## config.mk

```make
export PLATFORM = sky130hd
export DESIGN_NAME = hazard_scoreboard
export DESIGN_NICKNAME = d
export VERILOG_FILES = /design/src/rtl/hazard_pkg.sv /design/src/rtl/hazard_match.sv /design/src/rtl/hazard_scoreboard.sv
export SDC_FILE = /design/constraint.sdc
export NUM_CORES = 1
export LEC_CHECK = 0
export ABC_AREA = 0
export BUFFER_PORTS_ARGS = -buffer_cell sky130_fd_sc_hd__buf_2
export CAP_MARGIN = 30
export CORE_AREA = 2 2 64 127
export DETAILED_ROUTE_END_ITERATION = 16
export DIE_AREA = 0 0 66 129
export GPL_TIMING_DRIVEN = 0
export REMOVE_ABC_BUFFERS = 1
export SYNTH_ARGS = -nofsm -noshare
export SYNTH_HDL_FRONTEND = slang
export SYNTH_SLANG_ARGS = --single-unit
```

## constraint.sdc

```tcl
create_clock -name clk -period 3.6 [get_ports clk]
set_clock_uncertainty 0.15 [all_clocks]
set_input_delay 1.08 -clock clk [delete_from_list [all_inputs] [get_ports clk]]
set_output_delay 1.08 -clock clk [all_outputs]
set_load 0.005 [all_outputs]
```

## src/rtl/hazard_pkg.sv

```systemverilog
// Shared types for the hazard scoreboard: shadow-slot record, forward-select encoding, limits.
package hazard_pkg;

   localparam int MAX_SRC = 4;
   localparam int MAX_AW  = 8;

   typedef struct packed {
      logic              valid;
      logic [MAX_AW-1:0] rd;
      logic              we;
      logic              ld;
   } slot_t;

   typedef enum logic [1:0] {
      FWD_RF = 2'b00,
      FWD_W  = 2'b01,
      FWD_M  = 2'b10
   } fwd_sel_t;

endpackage

```

## src/rtl/hazard_match.sv

```systemverilog
// Compares one shadow slot's destination against one source address; register 0 never
// matches when ZERO_REG is set.
module hazard_match #(
   parameter int REG_AW   = 5,
   parameter int ZERO_REG = 1
) (
   input  logic              valid_i,
   input  logic              we_i,
   input  logic [REG_AW-1:0] rd_i,
   input  logic [REG_AW-1:0] addr_i,
   output logic              hit_o
);

   logic is_zero;

   assign is_zero = (ZERO_REG != 0) && (addr_i == '0);
   assign hit_o   = valid_i && we_i && (rd_i == addr_i) && !is_zero;

endmodule

```

## src/rtl/hazard_scoreboard.sv

```systemverilog
// Hazard scoreboard for the 5-stage core: shadow E/M/W slots, forwarding selects, load-use
// stalls and branch flushes. Define HAZARD_PERF_EN to build the stall/flush event counters.
module hazard_scoreboard
   import hazard_pkg::*;
#(
   parameter int NUM_SRC  = 3,
   parameter int REG_AW   = 5,
   parameter int LOAD_LAT = 1,
   parameter int ZERO_REG = 1
) (
   input  logic                      clk,
   input  logic                      rst,
   input  logic                      valid_d,
   input  logic [NUM_SRC*REG_AW-1:0] rs_d,
   input  logic [NUM_SRC-1:0]        rs_used_d,
   input  logic [REG_AW-1:0]         rd_d,
   input  logic                      reg_write_d,
   input  logic                      is_load_d,
   input  logic                      branch_taken_e,
   output logic [2*NUM_SRC-1:0]      fwd_sel_e,
   output logic [NUM_SRC-1:0]        fwd_d,
   output logic                      stall_f,
   output logic                      stall_d,
   output logic                      flush_d,
   output logic                      flush_e,
   output logic [15:0]               stall_cnt,
   output logic [15:0]               flush_cnt
);

   slot_t                      slot_e_q, slot_m_q, slot_w_q;
   slot_t                      slot_e_d;
   logic [NUM_SRC*REG_AW-1:0]  rs_e_q, rs_e_d;
   logic [NUM_SRC-1:0]         rs_used_e_q, rs_used_e_d;

   logic [NUM_SRC-1:0]         hit_ed, hit_md, hit_wd;
   logic [NUM_SRC-1:0]         hit_me, hit_we;
   logic                       load_use;
   logic                       stall_act;
   logic                       unused_slot_bits;

   // D operands against E/M/W, E operands against M/W
   for (genvar i = 0; i < NUM_SRC; i++) begin : g_src
      hazard_match #(.REG_AW(REG_AW), .ZERO_REG(ZERO_REG)) u_ed (
         .valid_i(slot_e_q.valid), .we_i(slot_e_q.we), .rd_i(slot_e_q.rd[REG_AW-1:0]),
         .addr_i(rs_d[i*REG_AW +: REG_AW]), .hit_o(hit_ed[i]));
      hazard_match #(.REG_AW(REG_AW), .ZERO_REG(ZERO_REG)) u_md (
         .valid_i(slot_m_q.valid), .we_i(slot_m_q.we), .rd_i(slot_m_q.rd[REG_AW-1:0]),
         .addr_i(rs_d[i*REG_AW +: REG_AW]), .hit_o(hit_md[i]));
      hazard_match #(.REG_AW(REG_AW), .ZERO_REG(ZERO_REG)) u_wd (
         .valid_i(slot_w_q.valid), .we_i(slot_w_q.we), .rd_i(slot_w_q.rd[REG_AW-1:0]),
         .addr_i(rs_d[i*REG_AW +: REG_AW]), .hit_o(hit_wd[i]));
      hazard_match #(.REG_AW(REG_AW), .ZERO_REG(ZERO_REG)) u_me (
         .valid_i(slot_m_q.valid), .we_i(slot_m_q.we), .rd_i(slot_m_q.rd[REG_AW-1:0]),
         .addr_i(rs_e_q[i*REG_AW +: REG_AW]), .hit_o(hit_me[i]));
      hazard_match #(.REG_AW(REG_AW), .ZERO_REG(ZERO_REG)) u_we (
         .valid_i(slot_w_q.valid), .we_i(slot_w_q.we), .rd_i(slot_w_q.rd[REG_AW-1:0]),
         .addr_i(rs_e_q[i*REG_AW +: REG_AW]), .hit_o(hit_we[i]));

      assign fwd_d[i] = rs_used_d[i] && hit_wd[i];
   end

   always_comb begin
      load_use = 1'b0;
      for (int i = 0; i < NUM_SRC; i++) begin
         if (rs_used_d[i] && ((hit_ed[i] && slot_e_q.ld) ||
                              ((LOAD_LAT == 2) && hit_md[i] && slot_m_q.ld))) begin
            load_use = 1'b1;
         end
      end
      load_use = load_use && valid_d;
   end

   // A taken branch kills D anyway, so it overrides the load-use stall.
   assign stall_act = load_use && !branch_taken_e;
   assign stall_f   = stall_act;
   assign stall_d   = stall_act;
   assign flush_d   = branch_taken_e;
   assign flush_e   = branch_taken_e || load_use;

   always_comb begin
      fwd_sel_e = '0;
      for (int i = 0; i < NUM_SRC; i++) begin
         if (rs_used_e_q[i] && hit_me[i] && !slot_m_q.ld) begin
            fwd_sel_e[2*i +: 2] = FWD_M;
         end else if (rs_used_e_q[i] && hit_we[i]) begin
            fwd_sel_e[2*i +: 2] = FWD_W;
         end else begin
            fwd_sel_e[2*i +: 2] = FWD_RF;
         end
      end
   end

   always_comb begin
      slot_e_d    = '0;
      rs_e_d      = '0;
      rs_used_e_d = '0;
      if (!flush_e) begin
         slot_e_d.valid = valid_d;
         slot_e_d.rd    = MAX_AW'(rd_d);
         slot_e_d.we    = reg_write_d;
         slot_e_d.ld    = is_load_d;
         rs_e_d         = rs_d;
         rs_used_e_d    = rs_used_d;
      end
   end

   always_ff @(posedge clk) begin
      if (rst) begin
         slot_e_q    <= '0;
         slot_m_q    <= '0;
         slot_w_q    <= '0;
         rs_e_q      <= '0;
         rs_used_e_q <= '0;
      end else begin
         slot_w_q    <= slot_m_q;
         slot_m_q    <= slot_e_q;
         slot_e_q    <= slot_e_d;
         rs_e_q      <= rs_e_d;
         rs_used_e_q <= rs_used_e_d;
      end
   end

   // W.ld and the rd padding above REG_AW have no consumer.
   assign unused_slot_bits = ^{slot_e_q, slot_m_q, slot_w_q};

`ifdef HAZARD_PERF_EN
   logic [15:0] stall_cnt_q, flush_cnt_q;

   always_ff @(posedge clk) begin
      if (rst) begin
         stall_cnt_q <= '0;
         flush_cnt_q <= '0;
      end else begin
         if (stall_act && (stall_cnt_q != 16'hFFFF)) begin
            stall_cnt_q <= stall_cnt_q + 16'd1;
         end
         if (branch_taken_e && (flush_cnt_q != 16'hFFFF)) begin
            flush_cnt_q <= flush_cnt_q + 16'd1;
         end
      end
   end

   assign stall_cnt = stall_cnt_q;
   assign flush_cnt = flush_cnt_q;
`else
   assign stall_cnt = '0;
   assign flush_cnt = '0;
`endif

endmodule

```

==> run summary <==
Status: finished with violations
Failing checks: negative setup slack
Syn-to-layout area delta: 18.1%
DRT iter0 DRCs: 62
Initial core utilization: 0.294
Reg2Reg Capture Point: rs_e_q[0]$_SDFF_PP0_
R2R Path Start: slot_e_q[2]$_SDFF_PP0_
CTS sink count: 41
Crit path launch: rs_d[6]
Critical Path Sink: flush_e
Critical Path Source Type: input port
FF-to-FF setup slack: 1600 ps
Antenna diodes: 0
VDD IR max: 0.296 mV
Worst Reg-to-Reg Cells: 6
Design Power: 0.00108 W
Clock latency on the worst-skew pair: 280 ps
Worst Path Max Fanout: 4
WP data required: 2370 ps
Number of CTS-inserted buffers: 5
Via count: 1705
Row cnt: 45
Leak pwr: 1.17 nW
Vias per cell: 4.60
Fin util: 0.347
Final wirelength: 5.39 mm
Period utilisation layout: 1.03
CTS tree: yes
RSZ-0062 raised after global routing: yes
Internal power: 0.000848 W
Reg clk slew, reported paths: 50 ps
GR Overflow Total: 0
Post-DP HPWL: 4.15 mm
Slew Limit Fails: 0
Largest net degree at the start of global routing: 21
Layout cells sized above 1: 0.245
Clock Tree Buf Depth: 2
Synth Cell Area: 2220 um2
Port bufs: 41
Final min period: 3700 ps
Clk network pwr share: 0.444
Switch Pwr: 0.000229 W
MaxCap Viol Count: 0
Die Height: 129 um
Final ANT Viol Nets: 0
Power Density: 411 nW/um2
First-pass detailed-route iteration total: 4
H-tree depth: 2
Gate power share: 0.102
Yosys Warn Count: 0
Cell count after synthesis: 236
Register area share after synthesis: 0.370
Min-delay worst type: reg2reg
Sequential share of power: 0.454
Mean Syn Cell Area: 9.41 um2
F_max: 270 MHz
Post-CTS Hold Fix Bufs: 0
Ports: 74
Library cells used by synthesis: 24
Slowest cell on crit path: or4_1
First-pass GRT wire length: 8.54 mm
Critical path type: in2out
Crit path top cell by count: buf_2
Die Wd: 66 um
Gr usage total: 0.137
Vias in the first global route: 1688
Worst path cell trace: buf_2 > or4_1 > o21ai_1 > or4_4 > o311a_4 > nand2b_1 > buf_2
Initial antenna violation count: 0
Die ar.: 8510 um2
Most frequent cells in the layout: 41 x xnor2_1, 41 x dfxtp_1, 37 x buf_2
Endpoints failing hold: 0
Setup-failing EPs final: 3
Nets@finish: 306
RePlAce Congestion: 0.826
Final worst setup slack: -99.3 ps
Switching Fraction: 0.213
Critical path's largest stage delay: 510 ps
Number of synthesized register bits: 41
Crit end category: primary output
Avg WL per Cell: 14.5 um
Area of the core: 7540 um2
Root buffer cell: clkbuf_16
Critical Path AT: 2470 ps
Remaining DRCs: 0
Total negative slack: -263 ps
[repair_timing]
action / in CTS / in global routing
endpoints found under the setup margin: 3 / 3
pin swaps: 3 / 5
setup buffers: 3 / 1
gates cloned: 1 / 0
endpoints found under the hold margin: 0 / 0
gates resized for setup: 8 / 8
[synth_stat cells]
cell type  number  area, um2
nand2b_1        1       6.26
clkbuf_1        8       30.0
nor2_1          6       22.5
buf_6           2       22.5
nand2_1         3       11.3
and3_1         19        119
nor2b_1        15       93.8
nand4b_1        1       8.76
dfxtp_1        41        821
nand3_1         1       5.00
nor4_1          7       43.8
or4_1           9       67.6
o311a_4         1       21.3
nand4_1        11       68.8
o21ai_1         2       10.0
and3_2          7       52.6
a21oi_1         2       10.0
xor2_1         17        149
conb_1          1       3.75
o21ai_0         3       15.0
nor3_1          3       15.0
and4_1          1       8.76
buf_4          34        255
xnor2_1        41        359
[critical path, delay by kind of cell]
kind                   cells  cell delay [ps]
and+or+nand+nor            3              740
AOI/OAI and AO/OA          2              390
buffers and inverters      2              250
[power by group through the flow]
stage	logic [W]	registers, W	clock network, W
global route	0.000124	0.000491	0.000511
floorplan	0.0000633	0.000492	0
finish	0.000110	0.000489	0.000478
global placement	0.0000961	0.000498	0
detailed placement	0.000100	0.000499	0
CTS	0.000105	0.000489	0.000486
[worst min-delay path by stage]
stage	start	endpoint	slack, ps	cells past startpoint
2_1_floorplan	slot_e_q[1]$_SDFF_PP0_	slot_m_q[1]$_SDFF_PP0_	280	1
3_3_place_gp	slot_m_q[10]$_SDFF_PP0_	slot_w_q[10]$_SDFF_PP0_	290	1
3_5_place_dp	slot_e_q[0]$_SDFF_PP0_	slot_m_q[0]$_SDFF_PP0_	290	1
4_1_cts	slot_e_q[0]$_SDFF_PP0_	slot_m_q[0]$_SDFF_PP0_	310	1
5_1_grt	slot_e_q[10]$_SDFF_PP0_	slot_m_q[10]$_SDFF_PP0_	340	1
6_report	slot_e_q[0]$_SDFF_PP0_	slot_m_q[0]$_SDFF_PP0_	310	1
[registers in the layout, indices dropped and copies added (netlist names)]
name	count
slot_m_q	8
rs_e_q	15
slot_w_q	7
rs_used_e_q	3
slot_e_q	8
[final cells by class]
cell class	count	area [um2]
fill	792	4920
multi-input combinational	183	1250
sequential	41	821
timing repair buffer	46	275
clock buffer	5	125
tap	94	118
clock inverter	2	35.0
[routing by layer]
layer,GRT usage,wire length (um)
met1,0.127,1780
met2,0.273,3180
met3,0.0105,225
met4,0.0876,205
met5,0,0
[per-stage QoR]
step	hold slack, ps	instance area [um2]	cells	worst slack [ps]
after floorplan	280	2030	223	141
after global routing	337	2620	371	-130
after global placement	292	2350	358	-319
after detailed placement	295	2360	359	-324
after CTS	308	2580	370	-122
final	308	2620	371	-99.3
[cell families (layout without fill, tap and decap cells)]
family	count (synthesis)	count (layout)	synth area share
other	1	32	0.00169
AOI/OAI and AO/OA	8	9	0.0254
xor gates and xnor gates	58	58	0.229
DFF	41	41	0.370
and+or+nand+nor	84	84	0.236
buffers and inverters	44	53	0.139
No activity file was read; power rests on OpenSTA's default activity.
